`src/rtl/weight_fetch_scheduler.sv`:
```
// Credit-limited (od pair, id) weight fetch sequencer for the Winograd weight path.
// Optional stall counter enabled by defining WEIGHT_SCHED_PERF_EN.
module weight_fetch_scheduler #(
  parameter int MAX_OUTSTANDING = 2,
  parameter int OD_W            = 8,
  parameter int ID_W            = 4
) (
  input  logic            clk,
  input  logic            reset_n,
  input  logic            start_i,
  input  logic [OD_W-1:0] total_od_i,
  input  logic [ID_W-1:0] total_id_i,
  input  logic            pe_ready_i,
  output logic [OD_W-1:0] weight_od1_o,
  output logic [ID_W-1:0] weight_id_o,
  output logic            weight_main_valid_o,
  output logic            pkg2_mask_o,
  input  logic            ret_valid_i,
  output logic            busy_o,
  output logic            done_o,
  output logic [1:0]      dbg_state_o,
`ifdef WEIGHT_SCHED_PERF_EN
  output logic [15:0]     stall_cnt_o,
`endif
  output logic            cfg_err_o
);

  // Handshake: a fetch is issued in any ISSUE cycle where pe_ready_i=1 and a
  // credit is free; weight_main_valid_o is that issue strobe and is not held.
  typedef enum logic [1:0] {S_IDLE, S_ISSUE, S_DRAIN, S_DONE} state_e;

  localparam int            PW       = OD_W + ID_W;
  localparam logic [2:0]    CRED_MAX = 3'(MAX_OUTSTANDING);
  localparam logic [PW-1:0] ADDR_LIM = PW'(1) << OD_W;

  state_e          state_q;
  logic [2:0]      credits_q, credits_d;
  logic [OD_W-1:0] od_cnt_q, od_hold_q, tot_od_q;
  logic [ID_W-1:0] id_cnt_q, id_hold_q, tot_id_q;
  logic            cfg_err_q;
  logic            issue, od_wrap, last_issue, cfg_bad;
  logic [PW-1:0]   prod;
`ifdef WEIGHT_SCHED_PERF_EN
  logic [15:0]     stall_q;
`endif

  always_comb begin
    issue      = (state_q == S_ISSUE) && pe_ready_i && (credits_q != 3'd0);
    od_wrap    = ({1'b0, od_cnt_q} + (OD_W+1)'(2)) >= {1'b0, tot_od_q};
    last_issue = issue && od_wrap && (id_cnt_q == tot_id_q - ID_W'(1));
    prod       = PW'(total_od_i) * PW'(total_id_i);
    cfg_bad    = (total_od_i == '0) || (total_id_i == '0) || (prod > ADDR_LIM);
    // A return with no fetch outstanding is a stray (e.g. after reset) and is dropped.
    credits_d = credits_q;
    if (issue && !ret_valid_i)
      credits_d = credits_q - 3'd1;
    else if (!issue && ret_valid_i && (credits_q != CRED_MAX))
      credits_d = credits_q + 3'd1;
  end

  assign weight_main_valid_o = issue;
  assign weight_od1_o        = issue ? od_cnt_q : od_hold_q;
  assign weight_id_o         = issue ? id_cnt_q : id_hold_q;
  assign pkg2_mask_o         = issue && (({1'b0, od_cnt_q} + (OD_W+1)'(1)) >= {1'b0, tot_od_q});
  assign busy_o              = (state_q != S_IDLE);
  assign done_o              = (state_q == S_DONE);
  assign cfg_err_o           = cfg_err_q;
  assign dbg_state_o         = state_q;
`ifdef WEIGHT_SCHED_PERF_EN
  assign stall_cnt_o         = stall_q;
`endif

  always_ff @(posedge clk or negedge reset_n) begin
    if (!reset_n) begin
      state_q   <= S_IDLE;
      credits_q <= CRED_MAX;
      od_cnt_q  <= '0;
      id_cnt_q  <= '0;
      od_hold_q <= '0;
      id_hold_q <= '0;
      tot_od_q  <= '0;
      tot_id_q  <= '0;
      cfg_err_q <= 1'b0;
`ifdef WEIGHT_SCHED_PERF_EN
      stall_q   <= '0;
`endif
    end else begin
      credits_q <= credits_d;
      if (issue) begin
        od_hold_q <= od_cnt_q;
        id_hold_q <= id_cnt_q;
        if (od_wrap) begin
          od_cnt_q <= '0;
          id_cnt_q <= id_cnt_q + ID_W'(1);
        end else begin
          od_cnt_q <= od_cnt_q + OD_W'(2);
        end
      end
      case (state_q)
        S_IDLE: begin
          if (start_i) begin
            if (cfg_bad) begin
              cfg_err_q <= 1'b1;
            end else begin
              cfg_err_q <= 1'b0;
              tot_od_q  <= total_od_i;
              tot_id_q  <= total_id_i;
              od_cnt_q  <= '0;
              id_cnt_q  <= '0;
              state_q   <= S_ISSUE;
`ifdef WEIGHT_SCHED_PERF_EN
              stall_q   <= '0;
`endif
            end
          end
        end
        S_ISSUE: begin
`ifdef WEIGHT_SCHED_PERF_EN
          if ((!pe_ready_i || (credits_q == 3'd0)) && (stall_q != 16'hFFFF))
            stall_q <= stall_q + 16'd1;
`endif
          if (last_issue) state_q <= S_DRAIN;
        end
        S_DRAIN: begin
          // Looking at credits_d lets the final return and DRAIN exit share a cycle.
          if (credits_d == CRED_MAX) state_q <= S_DONE;
        end
        default: state_q <= S_IDLE;
      endcase
    end
  end

endmodule

```
`config.mk`:
```
export PLATFORM = sky130hd
export DESIGN_NAME = weight_fetch_scheduler
export DESIGN_NICKNAME = d
export VERILOG_FILES = /design/src/rtl/weight_fetch_scheduler.sv
export SDC_FILE = /design/constraint.sdc
export NUM_CORES = 1
export LEC_CHECK = 0
export CORE_ASPECT_RATIO = 0.8
export CORE_UTILIZATION = 50
export CTS_BUF_LIST = sky130_fd_sc_hd__clkbuf_8 sky130_fd_sc_hd__clkbuf_16
export DETAILED_ROUTE_END_ITERATION = 12
export PLACE_DENSITY = 0.72
export SLEW_MARGIN = 10
export SYNTH_ARGS = -nofsm -noshare
export SYNTH_HDL_FRONTEND = slang
export SYNTH_SLANG_ARGS = --single-unit
```
`constraint.sdc`:
```
create_clock -name clk -period 4 [get_ports clk]
set_clock_uncertainty 0.15 [all_clocks]
set_input_delay 0.8 -clock clk [delete_from_list [all_inputs] [get_ports clk]]
set_output_delay 0.8 -clock clk [all_outputs]
set_load 0.05 [all_outputs]
```
# After elaboration in Yosys (flattened, before gate mapping)

Cells that the tools add are included.

Bits in registers: 42
Bits of input ports: 17
Output and inout port bits: 19
Word-level logic and storage cells: 71

Add/subtract/negate cells: 7
$mul: 1
Magnitude comparators: 3
Equal/unequal tests: 10
Multiplexer cells: 20
Bitwise logic cells: 1
Reductions and logical operators: 20

Operator list:

| operator              | count |
|---|---|
| $mux W8               | 6 |
| $mux W4               | 6 |
| $ge A9 B8 Y1          | 2 |
| $gt A12 B9 Y1 const B | 1 |
| $mul A8 B4 Y12        | 1 |
| $add A8 B1 Y9 const B | 1 |
| $add A8 B2 Y9 const B | 1 |
| $add A8 B2 Y8 const B | 1 |
| $logic_and A1 B1 Y1   | 8 |
| $logic_not A8 Y1      | 1 |
| $mux W2               | 4 |
| $ne A2 B2 Y1 const B  | 4 |
| $mux W3               | 2 |
| $pmux W2 S3           | 1 |
| $add A4 B1 Y4 const B | 1 |
| $eq A2 B2 Y1 const B  | 2 |
| $eq A4 B4 Y1          | 1 |
| $logic_not A4 Y1      | 1 |
| $reduce_and A4 Y1     | 1 |
| $sub A4 B1 Y4 const B | 1 |
| $add A3 B1 Y3 const B | 1 |
| $eq A3 B2 Y1 const B  | 1 |
| $ne A3 B2 Y1 const B  | 1 |
| $reduce_and A3 Y1     | 1 |
| other kinds (10)      | 12 |

# Logic depth before layout (Yosys ltp)

Depth in word-level cells: 11
Depth in mapped cells: 16
Gate-level depth less buffers: 13

# Worst setup path after synthesis

OpenSTA, ideal clock, no wires.

Kind: input -> register
Start: input port total_id_i[1]
End: register tot_id_q[2]
Setup time: 0.128 ns
Data arrival time: 4.314 ns
Required time: 3.722 ns
Path slack: -0.591 ns
Cell stages on the path: 15
Buffers on the path: 2
Cell sequence: clkbuf_1 and2_1 fa_1 inv_1 fa_1 inv_1 ha_1 nor2b_1 o21ai_1 or3b_1 a211o_1 a211oi_2 and2_1 buf_2 mux2_1

Cells in the longest elaborated chain, start to end: 5
Elaborated cells on any way between the ends: 7
Those cells by class: mul (1); order compare (1); bitwise (1); reduce/logical (4)

RTL lines:

| what                                                | RTL line | source |
|---|---|---|
| from (decl)                                         | 12       | `input logic [ID_W-1:0] total_id_i,` |
| $mul A8 B4 Y12 or $logic_not A4 Y1 (tied branches)  | 51, 52   |  |
| $gt A12 B9 Y1 or $logic_or A1 B1 Y1 (tied branches) | 52       | `cfg_bad = (total_od_i == '0) \|\| (total_id_i == '0) \|\| (prod > ADDR_LIM);` |
| $logic_or A1 B1 Y1 *                                | 52       |  |
| $not A1 Y1 (no line) *                              | n/a      |  |
| $reduce_and A3 Y1 (no line) *                       | n/a      |  |
| to (signal assigned)                                | 107      | `tot_id_q <= total_id_i;` |
| to (decl)                                           | 39       | `logic [ID_W-1:0] id_cnt_q, id_hold_q, tot_id_q;` |

Mark *: on every way between the ends. The rest lies on a longest branch, timed or not.
A chain may end at the register's enable or synchronous reset.

# Final worst setup path

Start: input port total_id_i[3]
End: register tot_id_q[3]

Cells in the longest elaborated chain, start to end: 5
Elaborated cells on any way between the ends: 7
Those cells by class: mul (1); order compare (1); bitwise (1); reduce/logical (4)

RTL lines:

| what                                                | RTL line |
|---|---|
| $mul A8 B4 Y12 or $logic_not A4 Y1 (tied branches)  | 51, 52 |
| $gt A12 B9 Y1 or $logic_or A1 B1 Y1 (tied branches) | 52 |
| $logic_or A1 B1 Y1                                  | 52 |
| $not A1 Y1 (no line)                                | n/a |
| $reduce_and A3 Y1 (no line)                         | n/a |

Several ways; a longest one is shown, not always the timed one.

==> run summary <==
1st-pass router iterations -> 4
leakage -> 2.24 nW
CTS root buf -> clkbuf_8
worst slew pin tran -> 0.915 ns
Max-Cap Viols -> 0
Pins Over Slew Limit -> 0
Die ar. -> 7540 um2
Min Clock Period, post-route -> 4.17 ns
final clock period utilization by the worst path -> 104%
Yosys top cell by area -> dfrtp_1
CTS Sinks -> 42
area of the multi-input gates -> 2540 um2
post-synthesis sequential area ratio -> 29.2%
Pwr per Cell Area -> 530 nW/um2
CP startpoint kind -> input port
Place WS -> -1.14 ns
final wirelength -> 8180 um
H-tree Lvls -> 2
# IOs -> 36
slowest stage delay, CP -> 0.52 ns
Die Span Y -> 77.9 um
Fin. Hold Viols -> 0
cell area after layout -> 4520 um2
share of Yosys cell area claimed by the top area cell type -> 28.5%
cells after synthesis -> 412
worst hold path type -> reg2reg
Total GRT Usage -> 22.5%
Rel. slew slack -> 39.0%
Post-Syn Nets -> 486
RSZ-0062 raised after global routing -> true
DRC violation count after routing -> 0
antenna cells -> 0
final setup violation count -> 26
Fillers -> 557
IO Port Bufs -> 35
Routed WL per cell -> 14.7 um
Initial Util -> 52.0%
status -> finished with violations
fin worst setup slack -> -0.170 ns
Post-Place Cell Area -> 4270 um2
Async S/R FF share, synth -> 100%
Area Overhead vs Synth -> 25.7%
WP data required -> 4.03 ns
clk_lat worst skew -> 0.29 ns
Cell Area, Synth -> 3600 um2
DR iter-0 viols -> 123
Peak VDD IR -> 0.337 mV
Avg Inst Size Synth -> 8.73 um2
CTS buffer count -> 5
Synth Flop Type -> dfrtp_1
post-synthesis cell type count -> 56
clock network fraction of total power -> 10.7%
Post-DRT Antenna Nets -> 0
HPWL after DPL -> 6200 um
vias post-DR -> 2,967
type of the worst setup path -> in2reg
FF+latch area -> 1050 um2
Synth area leaders -> dfrtp_1 29%, ha_1 16%, fa_1 6.7%
crit end category -> flip-flop
Chip Width -> 96.8 um
CTS tree -> yes
layout cells sized above 1 -> 24.0%
Yosys reg bits -> 42
Logic pwr share -> 61.0%
Fin Hold WS -> 0.326 ns
sw frac -> 44.2%
Max Clock Freq -> 240 MHz
Sequential Power Share -> 28.3%
Warnings, synthesis -> 0
EDFF count, synth -> 0
antenna violations before repair -> 0
crit path DAT -> 4.20 ns
total grt overflow -> 0
Final Total Pwr -> 2.40 mW
failing checks -> negative setup slack
slowest CP cell -> fa_1
clk slew on worst S/H paths -> 0.08 ns
Final Core Density -> 65.3%
Psw -> 1.06 mW
# rows -> 27
first-pass GRT wire length -> 13,800 um
largest net degree at the start of global routing -> 43
fin nets -> 543
GPL Wtd Cong -> 0.870
Post-CTS Hold Buffers -> 0
vias in the first global route -> 2,938
internal power -> 1.34 mW
crit path cell chain -> buf_6 > and2_4 > fa_1 > inv_1 > fa_1 > inv_2 > ha_4 > nor2b_4 > buf_4 > o31ai_4 > buf_4 > a21oi_2 > xor2_1 > a211oi_4 > and2_4 > mux2_4
CP max FO -> 7
vias per cell -> 5.33
Core ar. -> 6930 um2
CTS Buffer Depth -> 2
-- cells by family (layout without fill, tap and decap cells) --
| kind of cell | Yosys count | in the layout | synth area share, % |
|---|---|---|---|
| XOR/XNOR | 23 | 23 | 5.60 |
| multiplexers | 7 | 7 | 2.26 |
| AND/OR/NAND/NOR | 153 | 153 | 20.3 |
| AO/OA/AOI/OAI | 73 | 73 | 14.0 |
| adder cells (fa/ha/maj) | 57 | 57 | 22.3 |
| buffers and inverters | 57 | 115 | 6.22 |
| flip-flops | 42 | 42 | 29.2 |
-- Yosys cell counts, types with 2 or more instances --
cell type  count
a211o_1        3
a211oi_1       2
a21o_1         2
a21oi_1       17
a22oi_1        3
a2bb2oi_1      2
and2_1        27
and3_1         2
buf_2          2
buf_4          2
clkbuf_1      12
dfrtp_1       41
fa_1          12
ha_1          45
inv_1         40
mux2_1         4
nand2_1       53
nand2b_1       4
nand3_1       16
nand4_1        5
nor2_1        29
nor2b_1        5
nor3_1         4
nor4_1         3
o211ai_1       3
o21a_1         2
o21ai_0       11
o21ai_1       11
o31ai_1        2
xnor2_1       15
xor2_1         8
-- sequential cells by signal (all words and copies together) (netlist names) --
signal / count
cfg_err_o: 1
credits_q: 3
od_cnt_q: 8
tot_od_q: 8
tot_id_q: 4
od_hold_q: 8
id_hold_q: 4
dbg_state_o: 2
id_cnt_q: 4
-- metrics by stage --
stage | setup TNS [ns] | cells
floorplan | -6.03 | 412
global placement | -24.82 | 545
detailed placement | -28.00 | 545
CTS | -3.29 | 557
global route | -4.80 | 557
finish | -2.69 | 557
-- layout by cell type (no fill, tap or decap), types with 12 or more instances in the layout --
cell	Yosys	routed
buf_4	2	41
o21ai_1	11	12
xnor2_1	15	14
nand2_1	53	51
and2_1	27	14
and2_4	0	13
a21oi_1	17	14
dfrtp_1	41	41
inv_1	40	36
nor2_1	29	27
nand3_1	16	16
ha_1	45	40
-- worst paths after layout --
check	start	cells past startpoint	end	slack, ns
min in group asynchronous	reset_n	1	od_hold_q[6]	0.48
min	id_hold_q[1]	2	id_hold_q[1]	0.33
min reg2reg	id_hold_q[1]	2	id_hold_q[1]	0.33
max	total_id_i[3]	16	tot_id_q[3]	-0.17
max in group asynchronous	reset_n	1	tot_od_q[0]	2.64
max reg2reg	od_cnt_q[3]	11	dbg_state_o[1]	0.71
-- area by class of cell --
type	instances	area share, %
multi-input cells	313	56.1
flip-flops and latches	42	23.3
repair buffers	66	13.1
inverters	41	3.40
well taps	87	2.41
clock buffers	5	1.52
clock inverters	3	0.249
-- worst max-delay path, delay by kind of cell --
| kind | cells | cell delay [ns] |
|---|---|---|
| adder cells (fa/ha/maj) | 3 | 1.22 |
| AO/OA/AOI/OAI | 3 | 0.62 |
| AND/OR/NAND/NOR | 3 | 0.54 |
| buffers and inverters | 5 | 0.53 |
| multiplexers | 1 | 0.31 |
| XOR/XNOR | 1 | 0.18 |
-- per-layer routing --
metal  wire, um  track usage (%)  vias to the layer above
met5          0                0                        -
met4         81             4.33                        0
met3        257             4.59                        9
met2       3810             36.1                       38
met1       4020             31.8                     1410
li1           -                -                     1510
-- power groups by stage --
stage	registers, mW	clock network (mW)	logic (mW)
CTS	0.678	0.263	1.43
detailed placement	0.686	0	1.38
global placement	0.680	0	1.34
floorplan	0.699	0	0.974
global route	0.699	0.283	1.62
finish	0.678	0.256	1.46
-- what timing repair did --
action,4_1_cts,5_1_grt
endpoints found under the hold margin,0,0
setup endpoints to repair,27,27
gates resized for setup,69,32
pin swaps,17,21
buffers inserted,4,2
(Power assumes the default switching activity.)
